**src/rtl/pwm16bits_carrier_pkg.sv**
```systemverilog
// Shared carrier-mode and direction encodings. The downstream event counter
// decodes carrier_mode with the same values, so both import this package.
package pwm16bits_carrier_pkg;

    localparam logic [1:0] MODE_STOP   = 2'd0;
    localparam logic [1:0] MODE_UP     = 2'd1;
    localparam logic [1:0] MODE_DOWN   = 2'd2;
    localparam logic [1:0] MODE_UPDOWN = 2'd3;

    localparam logic DIR_UP   = 1'b0;
    localparam logic DIR_DOWN = 1'b1;

    // Smaller of two unsigned 16-bit values; keeps a phase load inside the period.
    function automatic logic [15:0] clamp_to(input logic [15:0] value, input logic [15:0] limit);
        return (value > limit) ? limit : value;
    endfunction

endpackage

```
**src/rtl/pwm16bits_carrier.sv**
```systemverilog
// 16-bit PWM carrier generator: sawtooth up/down or triangle counting with a
// shadowed period, phase-sync load and registered zero/peak event flags.
module pwm16bits_carrier
    import pwm16bits_carrier_pkg::*;
#(
    parameter int WIDTH = 16
) (
    input  logic             clk,
    input  logic             rst_n,
    input  logic             ce,
    input  logic [WIDTH-1:0] count_max_in,
    input  logic [1:0]       carrier_mode,
    input  logic             sync_in,
    input  logic [WIDTH-1:0] phase,
    input  logic             phase_dir,
    output logic [WIDTH-1:0] carrier,
    output logic [WIDTH-1:0] count_max,
    output logic             dir,
    output logic             zero_evt,
    output logic             max_evt
);

    localparam logic [WIDTH-1:0] ONE = WIDTH'(1);

    logic [WIDTH-1:0] carrier_n;
    logic [WIDTH-1:0] count_max_n;
    logic             dir_n;
    logic             zero_n;
    logic             max_n;
    logic             running;
    logic             go_down;

    // Next-state for carrier, period shadow, direction and event flags.
    // Event flags are computed from the next state so they line up with the
    // carrier value they describe.
    always_comb begin
        carrier_n   = carrier;
        count_max_n = count_max;
        dir_n       = dir;
        zero_n      = zero_evt;
        max_n       = max_evt;
        running     = (carrier_mode != MODE_STOP);
        go_down     = 1'b0;

        if (ce) begin
            if (!running) begin
                count_max_n = count_max_in;
            end else if (sync_in) begin
                carrier_n = clamp_to(phase, count_max);
                if (carrier_mode == MODE_UPDOWN) dir_n = phase_dir;
                else if (carrier_mode == MODE_DOWN) dir_n = DIR_DOWN;
                else dir_n = DIR_UP;
            end else if (carrier > count_max) begin
                // Period shrank while stopped: pull the carrier back into range.
                if (carrier_mode == MODE_DOWN) begin
                    carrier_n = count_max;
                    dir_n     = DIR_DOWN;
                end else begin
                    carrier_n = '0;
                    dir_n     = DIR_UP;
                end
            end else begin
                case (carrier_mode)
                    MODE_UP: begin
                        dir_n = DIR_UP;
                        if (carrier >= count_max) begin
                            carrier_n   = '0;
                            count_max_n = count_max_in;
                        end else begin
                            carrier_n = carrier + ONE;
                        end
                    end
                    MODE_DOWN: begin
                        dir_n = DIR_DOWN;
                        if (carrier == '0) begin
                            carrier_n   = count_max_in;
                            count_max_n = count_max_in;
                        end else begin
                            carrier_n = carrier - ONE;
                        end
                    end
                    default: begin
                        // Triangle; a zero period parks the carrier at 0 and keeps
                        // polling the shadow so a new period can start.
                        if (count_max == '0) begin
                            carrier_n   = '0;
                            dir_n       = DIR_UP;
                            count_max_n = count_max_in;
                        end else begin
                            go_down = ((dir == DIR_DOWN) && (carrier != '0)) ||
                                      ((dir == DIR_UP) && (carrier == count_max));
                            if (go_down) begin
                                carrier_n = carrier - ONE;
                                dir_n     = DIR_DOWN;
                                if (carrier_n == '0) begin
                                    dir_n       = DIR_UP;
                                    count_max_n = count_max_in;
                                end
                            end else begin
                                carrier_n = carrier + ONE;
                                dir_n     = (carrier_n == count_max) ? DIR_DOWN : DIR_UP;
                            end
                        end
                    end
                endcase
            end

            zero_n = running && (carrier_n == '0);
            max_n  = running && (carrier_n == count_max_n);
        end
    end

    // State register with synchronous active-low reset.
    always_ff @(posedge clk) begin
        if (!rst_n) begin
            carrier   <= '0;
            count_max <= '0;
            dir       <= DIR_UP;
            zero_evt  <= 1'b0;
            max_evt   <= 1'b0;
        end else begin
            carrier   <= carrier_n;
            count_max <= count_max_n;
            dir       <= dir_n;
            zero_evt  <= zero_n;
            max_evt   <= max_n;
        end
    end

endmodule

```
**config.mk**
```make
export PLATFORM = sky130hd
export DESIGN_NAME = pwm16bits_carrier
export DESIGN_NICKNAME = d
export VERILOG_FILES = /design/src/rtl/pwm16bits_carrier_pkg.sv /design/src/rtl/pwm16bits_carrier.sv
export SDC_FILE = /design/constraint.sdc
export NUM_CORES = 1
export LEC_CHECK = 0
export CAP_MARGIN = 25
export CORE_AREA = 2 2 108 110
export DETAILED_ROUTE_END_ITERATION = 7
export DIE_AREA = 0 0 110 112
export PLACE_DENSITY = 0.72
export SETUP_SLACK_MARGIN = 0.02
export SLEW_MARGIN = 20
export SYNTH_ARGS = -nofsm -noshare
export SYNTH_HDL_FRONTEND = slang
export SYNTH_SLANG_ARGS = --single-unit
```
**constraint.sdc**
```tcl
create_clock -name clk -period 6.4 [get_ports clk]
set_clock_uncertainty 0.05 [all_clocks]
set_input_delay 1.28 -clock clk [delete_from_list [all_inputs] [get_ports clk]]
set_output_delay 1.28 -clock clk [all_outputs]
set_load 0.005 [all_outputs]
```
==> reports/results.ini, run 1 <==
[run_status]
outcome = completed

[logic_synthesis]
synth_flop_cell = dfxtp_1
synth.net_count = 841
async_flop_share_pct = 0
synth_edf_count = 0
syn_avg_cell_area_um2 = 7.10
yosysTopAreaCellShare_pct = 12.9
synthesis.instances = 763
yosysWarnings = 0
synth.most_common_cell = nand2_1
synth_top_area_cell = dfxtp_1
synth_area_um2 = 5420
synth_cell_types = 86
synthTopCellsByCount = nand2_1, a21oi_1, nor2_1, clkbuf_1, ha_1
yosysSeqAreaShare_pct = 12.9
synthTopCellsByArea = dfxtp_1, ha_1, a21oi_1
synth_seq_cells = 35

[critical_path]
startpoint_type = primary input
rrSetupSlack_ns = 0.92
endpoint_kind = flip-flop
cp_top_family = compound AO/OA/AOI/OAI gates
cp_slowest_cell = ha_2
timing.critical_path.buf_inv = 2
criticalPathCategory = in2reg
critPathCapture = max_evt
cp.required_ns = 6.56
crit_chain = clkdlybuf4s50_1, inv_1, ha_2, nor2_1, a22o_1, a221oi_1, o221ai_1, nand4_1, o31ai_1, a2111o_1, or4_1, o32ai_2
r2r-end = max_evt
worstPathMaxFanout = 22
worst_ep_arrival_time_ns = 5.66
worst_r2r_path_depth = 13
worstSetupPathDepth = 12
r2r_start = count_max[9]
timing.critical_path.slowest_cell_delay_ns = 0.66
crit_start = carrier_mode[1]

[place]
placedCellCount = 946
place_ws_ns = 0.788
io_buffers = 73
gp_congestion = 1.08
dp_hpwl_mm = 20.2

[timing]
rsz0062_at_grt = false
worstMarginPinSlew_ns = 0.925
fmax_mhz = 182
fin_crit_ns = 5.50
hold_ws_ns = 0.458
relSlewSlack_pct = 37.5
maxSlewViolCount = 0
finalCritPeriodShare_pct = 86.0
finalHoldViolCount = 0
final-setup-viol-count = 0
fin_setup_tns_ns = 0
fin_ws_ns = 0.897

[clocking]
postCtsHoldBufs = 0
numCtsBuffers = 5
clkSinkCount = 35
cts_tree = done
root_buffer = clkbuf_16
clock_path_buffers = 2
cts.repair.resized = 0
postCtsSetupBuffers = 0
clkTransAtPathRegs_ns = 0.06
clock_latency_ns = 0.29
h-tree-depth = 2

[route]
avgRoutedWirePerCell_um = 28.1
dr.pass1.iters = 8
via_per_inst = 7.37
post-route-drc-count = 0
drt_iter0_drc = 1195
dr_total_vias = 7031
postRouteAntennaNets = 0
wl_mm = 26.8

[cells_and_area]
area_growth_pct = 18.5
drive_gt1_share_pct = 8.75
stdcell_count = 954
nets = 888
num_antenna_cells = 0

[die]
die_w_um = 110
core_area_um2 = 11200
start_util_pct = 48.5
num_io_pins = 74
die-area_um2 = 12300
fp-row-count = 39
die_y_um = 112

[flow_run]
maxCapViolations = 0

[power]
power_mw = 1.33
p_leak_nw = 2.41
peakVddDrop_mv = 0.141
powerDensity_nw_per_um2 = 206

[grt]
grt_usage_pct = 43.4
grt-ovfl-total = 0
grt_max_degree = 40
grt_pass1_vias = 6427
antenna_found_initial = 0
grt_pass1_wl_mm = 39.6

[hold_path]
hold_path_class = reg2reg

registers in the layout, summed over array words and instances, names as in the netlist:
name,flops
carrier,16
zero_evt,1
count_max,16
max_evt,1
dir,1
tightest hold or removal path, cell delays in order, from the launching register on:
cell and delay (ns):
dfxtp_1 0.34, a32oi_1 0.06, nor2_1 0.08
where the power goes:
| part | internal, mW | switching [mW] | leakage [nW] |
|---|---|---|---|
| sequential | 0.234 | 0.0514 | 0.287 |
| combinational | 0.287 | 0.503 | 2.06 |
| clock | 0.144 | 0.106 | 0.0679 |
| total | 0.665 | 0.661 | 2.41 |
how the worst min path moves through the flow:
stage | slack [ns] | endpoint | startpoint | cells past startpoint
3_5_place_dp | 0.44 | zero_evt | zero_evt | 2
3_3_place_gp | 0.43 | zero_evt | zero_evt | 2
4_1_cts | 0.45 | zero_evt | zero_evt | 2
5_1_grt | 0.50 | max_evt | max_evt | 2
6_report | 0.46 | zero_evt | zero_evt | 2
2_1_floorplan | 0.42 | zero_evt | zero_evt | 2
kinds of logic (layout without fill, tap and decap cells):
family / after synthesis / in the layout / share of synthesized area (%)
XOR/XNOR: 44 / 44 / 7.11
multiplexers: 19 / 19 / 3.55
AND/OR/NAND/NOR: 271 / 271 / 25.7
flip-flops: 35 / 35 / 12.9
adder cells (fa/ha/maj): 39 / 39 / 9.00
AO/OA/AOI/OAI: 259 / 259 / 34.6
buffers and inverters: 96 / 144 / 7.09
layout by cell type (no fill, tap or decap), types with 10 or more instances in the layout:
cell type / netlist / routed
dfxtp_1: 35 / 35
xor2_1: 10 / 10
ha_1: 39 / 38
nand3_1: 22 / 22
inv_1: 38 / 38
a31oi_1: 15 / 14
o221a_2: 10 / 10
nand2_1: 73 / 73
buf_4: 2 / 25
xnor2_1: 34 / 34
o21ai_0: 35 / 35
a21oi_1: 70 / 70
o221ai_1: 11 / 11
nor3_1: 17 / 17
clkdlybuf4s50_1: 0 / 73
mux2i_1: 17 / 17
nor4_1: 12 / 12
nand4_1: 24 / 24
nor2_1: 65 / 65
metrics by stage:
| step | cell area, um2 | util [%] |
|---|---|---|
| 6_report | 6420 | 57.5 |
| 3_5_place_dp | 6280 | 56.2 |
| 2_1_floorplan | 5420 | - |
| 4_1_cts | 6420 | 57.5 |
| 3_3_place_gp | 6280 | 56.2 |
| 5_1_grt | 6420 | 57.5 |
per-layer routing:
layer,up-vias,global-route usage (%),share of wire (%)
met5,-,0,0
li1,3001,-,-
met2,664,60.1,40
met3,142,12.9,15
met4,0,21.9,6.3
met1,3224,60.0,39
cell type report:
cell class,count,area (um2)
clock buffer,7,133
tap,143,179
fill,1093,4750
clock inverter,1,5.00
timing repair buffer,98,918
multi-input combinational,632,4340
inverter,38,143
sequential,35,701
Power figures use the tool's default switching activity.
==> run 2, diff against run 1 <==
--- a/config.mk
+++ b/config.mk
@@ -10,4 +10,5 @@
 export DETAILED_ROUTE_END_ITERATION = 7
 export DIE_AREA = 0 0 110 112
+export GPL_TIMING_DRIVEN = 0
 export PLACE_DENSITY = 0.72
 export SETUP_SLACK_MARGIN = 0.02
==> constraint.sdc (replaced) <==
create_clock -name clk -period 6.4 [get_ports clk]
set_clock_uncertainty 0.05 [all_clocks]
set_input_delay 1.28 -clock clk [delete_from_list [all_inputs] [get_ports clk]]
set_output_delay 1.28 -clock clk [all_outputs]
set_load 0.05 [all_outputs]
==> run 2 against run 1 <==
The flow now finishes with violations (design-rule violations). Clock power is 4% higher. Die area stayed put. Non-clock buffer count is 31 higher. Combinational power is 11% higher. Final area is 0.60% higher. Flip-flop and latch count stayed put. Setup slack worse by 0.59 ns. Hold slack worse by 0.015 ns. Via count is 4.0% higher. Wire length is 5.9% higher. Critical path type unchanged. Critical endpoint unchanged.
==> reports/results.ini, run 2 (synthesis results as in run 1) <==
[place]
dpl_cell_area_um2 = 6320  ; was 6280 um2
io_buffers = 71  ; was 73
place_ws_ns = 0.189  ; was 0.788 ns
placedCellCount = 977  ; was 946
dp_hpwl_mm = 22.1  ; was 20.2 mm
gp_congestion = 1.16  ; was 1.08

[grt]
antenna_found_initial = 1  ; was 0
grt_pass1_wl_mm = 42.0  ; was 39.6 mm
grt_max_degree = 13  ; was 40
grt-ovfl-total = 0  ; unchanged
grt_usage_pct = 46.3  ; was 43.4%
grt_pass1_vias = 7010  ; was 6427

[cells_and_area]
num_antenna_cells = 0  ; unchanged
layout_common_cells = nand2_1, clkdlybuf4s50_1, a21oi_1  ; unchanged
largestRegisters = carrier x16, count_max x16  ; unchanged
fin_area_um2 = 6460  ; was 6420 um2
area_growth_pct = 19.2  ; was 18.5%
post-route-util_pct = 57.8  ; was 57.5%
drive_gt1_share_pct = 6.77  ; was 8.75%
nets = 919  ; was 888
stdcell_count = 985  ; was 954
num-fill-cells = 1110  ; was 1093
final_common_cell = nand2_1

[critical_path]
worst_ep_arrival_time_ns = 6.24  ; was 5.66 ns
criticalPathCategory = in2reg  ; unchanged
crit_chain = clkdlybuf4s50_1, ha_1, nand4_1, nor4_1, a21boi_1, o31ai_2, and2_1, clkbuf_1, clkbuf_1, a21oi_1, o221ai_1, nand4_1, o31ai_1, a2111o_1, or4_1, o32ai_2  ; was clkdlybuf4s50_1, inv_1, ha_2, nor2_1, a22o_1, a221oi_1, o221ai_1, nand4_1, o31ai_1, a2111o_1, or4_1, o32ai_2
r2r_start = count_max[8]  ; was count_max[9]
cp.required_ns = 6.55  ; was 6.56 ns
endpoint_kind = flip-flop  ; unchanged
worst_r2r_path_depth = 13  ; unchanged
cp_top_family = compound AO/OA/AOI/OAI gates  ; unchanged
timing.critical_path.buf_inv = 3  ; was 2
r2r-end = max_evt  ; unchanged
rrSetupSlack_ns = 0.40  ; was 0.92 ns
worstPathMaxFanout = 10  ; was 22
cp_slowest_cell = clkdlybuf4s50_1  ; was ha_2
timing.critical_path.slowest_cell_delay_ns = 0.49  ; was 0.66 ns
startpoint_type = primary input  ; unchanged

[die]
die_w_um = 110  ; unchanged
start_util_pct = 48.5  ; unchanged
die_y_um = 112  ; unchanged
die-area_um2 = 12300  ; unchanged
core_area_um2 = 11200  ; unchanged
fp-row-count = 39  ; unchanged
num_io_pins = 74  ; unchanged

[route]
avgRoutedWirePerCell_um = 28.8  ; was 28.1 um
dr_total_vias = 7313  ; was 7031
dr.pass1.iters = 8  ; unchanged
via_per_inst = 7.42  ; was 7.37
post-route-drc-count = 19  ; was 0
postRouteAntennaNets = 0  ; unchanged
drt_iter0_drc = 1321  ; was 1195
wl_mm = 28.4  ; was 26.8 mm

[timing]
fin_crit_ns = 6.09  ; was 5.50 ns
relSlewSlack_pct = 14.5  ; was 37.5%
worstMarginPinSlew_ns = 1.27  ; was 0.925 ns
maxSlewViolCount = 0  ; unchanged
final-setup-viol-count = 0  ; unchanged
rsz0062_at_grt = false  ; unchanged
fin_ws_ns = 0.311  ; was 0.897 ns
fin_setup_tns_ns = 0  ; unchanged
fmax_mhz = 164  ; was 182 MHz
finalCritPeriodShare_pct = 95.1  ; was 86.0%
finalHoldViolCount = 0  ; unchanged

[clocking]
cts.repair.resized = 0  ; unchanged
clock_latency_ns = 0.30  ; was 0.29 ns
postCtsHoldBufs = 0  ; unchanged
h-tree-depth = 2  ; unchanged
cts_tree = done  ; unchanged
postCtsSetupBuffers = 0  ; unchanged
clkSinkCount = 35  ; unchanged
root_buffer = clkbuf_16  ; unchanged
clock_path_buffers = 2  ; unchanged
numCtsBuffers = 5  ; unchanged
clkTransAtPathRegs_ns = 0.06  ; about the same

[power]
p_leak_nw = 2.39  ; was 2.41 nW
peakVddDrop_mv = 0.123  ; was 0.141 mV
powerDensity_nw_per_um2 = 217  ; was 206 nW/um2

[run_status]
violations = design-rule violations
outcome = finished with violations  ; was completed

[hold_path]
min_from = max_evt  ; was zero_evt
hold_path_class = reg2reg  ; unchanged
whs_path_depth = 2  ; unchanged
whs_endpoint = max_evt  ; was zero_evt

[flow_run]
maxCapViolations = 0  ; unchanged

run 2: cell count changes in the layout (fill, tap and decap cells not counted), sizes merged:
cell,delta
clkbuf,+43
buf,-12
clkdlybuf4s50,-2
clkinvlp,+2
run 2: power breakdown:
group | internal (mW) | switching [mW] | total, mW
clock network | 0.144 | 0.117 | 0.261
logic | 0.281 | 0.599 | 0.880
registers | 0.234 | 0.0290 | 0.263
run 2: cell type report:
cell class	instances	area [um2]	share of cell area (%)
clock buffers	5	125	1.94
plain buffers	58	241	3.74
clock inverters	3	20.0	0.310
repair buffers	71	711	11.0
inverters	38	143	2.21
well taps	143	179	2.77
multi-input cells	632	4340	67.2
flip-flops and latches	35	701	10.8
run 2: tightest hold or removal path: cells and delay by family (launching register included):
family,cells,cell delay [ns]
simple gates,1,0.07
flops,1,0.31
compound gates,1,0.07
run 2: how the worst max path moves through the flow:
stage | startpoint | to | slack, ns | depth (start not counted)
after CTS | phase[15] | max_evt | 0.47 | 16
after detailed placement | phase[15] | max_evt | 0.19 | 16
after global placement | phase[7] | max_evt | 0.25 | 16
final | phase[15] | max_evt | 0.31 | 16
after floorplan | phase[13] | max_evt | 1.72 | 15
after global routing | phase[7] | max_evt | 0.18 | 16
run 2: through the flow:
step                      hold WS, ns  total power, mW
after global placement          0.428             1.09
after detailed placement        0.434             1.09
after global routing            0.462             1.44
after floorplan                 0.655            0.803
after CTS                       0.442             1.35
final                           0.443             1.40
run 2: metal layers:
layer / part of all wire, % / global-route usage (%) / vias to the layer above
li1: - / - / 3060
met5: 0.046 / 0 / -
met2: 40 / 64.2 / 722
met3: 16 / 17.9 / 181
met1: 37 / 59.8 / 3348
met4: 7.7 / 27.6 / 2
==> run 3, diff against run 2 <==
Settings changed: CORE_AREA 2 2 108 110 to 2 2 126 128, DIE_AREA 0 0 110 112 to 0 0 128 130, PLACE_DENSITY 0.72 to 0.56, SETUP_SLACK_MARGIN 0.02 to not set.
==> run 3 against run 2 <==
The flow now finishes without violations. Wire length is 0.26% lower. Final area grew 1.2%. Clock power grew 5%. Non-clock buffer count is 1 higher. Largest cell class unchanged. Largest power group unchanged. Highest routed layer is now met4.
==> reports/results.ini, run 3 (synthesis results as in run 1) <==
[run_status]
outcome = completed  ; was finished with violations

[critical_path]
startpoint_type = primary input  ; unchanged
worst_ep_arrival_time_ns = 6.28  ; was 6.24 ns
criticalPathCategory = in2reg  ; unchanged
cp.required_ns = 6.57  ; was 6.55 ns
crit_start = phase[9]  ; was phase[15]
worst_r2r_path_depth = 15  ; was 13
critPathCapture = max_evt  ; unchanged
r2r-end = max_evt  ; unchanged
endpoint_kind = flip-flop  ; unchanged
r2r_start = count_max[1]  ; was count_max[8]
rrSetupSlack_ns = 0.47  ; was 0.40 ns
worstPathMaxFanout = 10  ; unchanged

[route]
via_per_inst = 6.85  ; was 7.42
postRouteAntennaNets = 0  ; unchanged
avgRoutedWirePerCell_um = 27.3  ; was 28.8 um
dr_total_vias = 7098  ; was 7313
dr.pass1.iters = 7  ; was 8
post-route-drc-count = 0  ; was 19
wl_mm = 28.3  ; was 28.4 mm
drt_iter0_drc = 1126  ; was 1321

[die]
core_area_um2 = 15400  ; was 11200 um2
die_w_um = 128  ; was 110 um
num_io_pins = 74  ; unchanged
fp-row-count = 46  ; was 39
start_util_pct = 35.1  ; was 48.5%
die-area_um2 = 16600  ; was 12300 um2
die_y_um = 130  ; was 112 um

[hold_path]
whs_path_depth = 2  ; unchanged
hold_path_class = reg2reg  ; unchanged

[power]
peakVddDrop_mv = 0.0967  ; was 0.123 mV
power_mw = 1.41  ; was 1.40 mW
powerDensity_nw_per_um2 = 215  ; was 217 nW/um2
p_leak_nw = 2.40  ; was 2.39 nW

[grt]
grt_max_degree = 11  ; was 13
antenna_found_initial = 0  ; was 1
grt_pass1_wl_mm = 41.3  ; was 42.0 mm
grt-ovfl-total = 0  ; unchanged
grt_usage_pct = 33.6  ; was 46.3%
grt_pass1_vias = 6475  ; was 7010

[cells_and_area]
regArea_um2 = 701  ; unchanged
layout_common_cells = nand2_1, clkdlybuf4s50_1, a21oi_1  ; unchanged
largestRegisters = carrier x16, count_max x16  ; unchanged
nets = 920  ; was 919
final_common_cell = nand2_1  ; unchanged
area_growth_pct = 20.7  ; was 19.2%
fin_area_um2 = 6540  ; was 6460 um2
drive_gt1_share_pct = 6.76  ; was 6.77%
stdcell_count = 1036  ; was 985
multiInputGateArea_um2 = 4340  ; about the same
num-fill-cells = 1664  ; was 1110

[timing]
finalCritPeriodShare_pct = 95.5  ; was 95.1%
fin_setup_tns_ns = 0  ; unchanged
fin_crit_ns = 6.11  ; was 6.09 ns
worstMarginPinSlew_ns = 0.999  ; was 1.27 ns
fin_ws_ns = 0.290  ; was 0.311 ns
fmax_mhz = 164  ; about the same
relSlewSlack_pct = 33.1  ; was 14.5%
final-setup-viol-count = 0  ; unchanged
maxSlewViolCount = 0  ; unchanged
rsz0062_at_grt = false  ; unchanged
finalHoldViolCount = 0  ; unchanged

[place]
place_ws_ns = 0.163  ; was 0.189 ns
gp_congestion = 1.05  ; was 1.16
placedCellCount = 1027  ; was 977
dpl_cell_area_um2 = 6380  ; was 6320 um2
dp_hpwl_mm = 22.0  ; was 22.1 mm
io_buffers = 71  ; unchanged

[clocking]
postCtsHoldBufs = 0  ; unchanged
clock_path_buffers = 2  ; unchanged
root_buffer = clkbuf_16  ; unchanged
cts_tree = done  ; unchanged
h-tree-depth = 2  ; unchanged
postCtsSetupBuffers = 0  ; unchanged
clkTransAtPathRegs_ns = 0.06  ; about the same
numCtsBuffers = 5  ; unchanged
clock_latency_ns = 0.31  ; was 0.30 ns
cts.repair.resized = 0  ; unchanged
clkSinkCount = 35  ; unchanged

[flow_run]
maxCapViolations = 0  ; unchanged

run 3: cell types whose count changed in the layout (fill, tap and decap cells not counted), sizes merged:
cell and delta:
buf +1, diode +1, clkinv -1, clkbuf +3, clkinvlp -2
run 3: worst min path at each step:
stage | to | from | slack, ns
after floorplan | dir | dir | 0.65
after global placement | max_evt | max_evt | 0.44
after detailed placement | max_evt | max_evt | 0.44
after CTS | max_evt | max_evt | 0.45
after global routing | max_evt | max_evt | 0.49
final | max_evt | max_evt | 0.45
run 3: power breakdown:
| group | total, mW | internal [mW] | switching [mW] |
|---|---|---|---|
| clock network | 0.274 | 0.166 | 0.108 |
| logic | 0.870 | 0.280 | 0.590 |
| registers | 0.263 | 0.234 | 0.0287 |
run 3: routing by layer:
| layer | GRT usage, % | wire length, um | share of wire [%] | vias to the layer above |
|---|---|---|---|---|
| met1 | 44.2 | 11000 | 39 | 3280 |
| li1 | - | - | - | 3054 |
| met4 | 17.7 | 1780 | 6.3 | 0 |
| met5 | 0 | 0 | 0 | - |
| met2 | 49.8 | 11800 | 42 | 617 |
| met3 | 9.88 | 3800 | 13 | 147 |
run 3: critical path, cell delays in order:
cell	delay (ns)
clkdlybuf4s50_1	0.50
ha_1	0.34
nand4_1	0.19
nor4_1	0.45
a21boi_1	0.41
o31ai_2	0.18
and2_1	0.18
clkbuf_1	0.21
clkbuf_1	0.33
a21oi_1	0.29
o221ai_1	0.41
nand4_1	0.20
o31ai_1	0.12
a2111o_1	0.43
or4_1	0.48
o32ai_2	0.27
run 3: metrics by stage:
| step | hold slack, ns | util [%] |
|---|---|---|
| 6_report | 0.446 | 42.4 |
| 3_5_place_dp | 0.436 | 41.3 |
| 2_1_floorplan | 0.655 | - |
| 3_3_place_gp | 0.436 | 41.3 |
| 5_1_grt | 0.489 | 42.4 |
| 4_1_cts | 0.449 | 42.4 |
run 3: area by class of cell:
type / instances / area share [%]
timing repair buffer: 72 / 10.9
sequential: 35 / 10.7
buffer: 58 / 3.69
multi-input combinational: 632 / 66.4
tap: 192 / 3.67
clock buffer: 8 / 2.39
antenna: 1 / 0.0383
inverter: 38 / 2.18
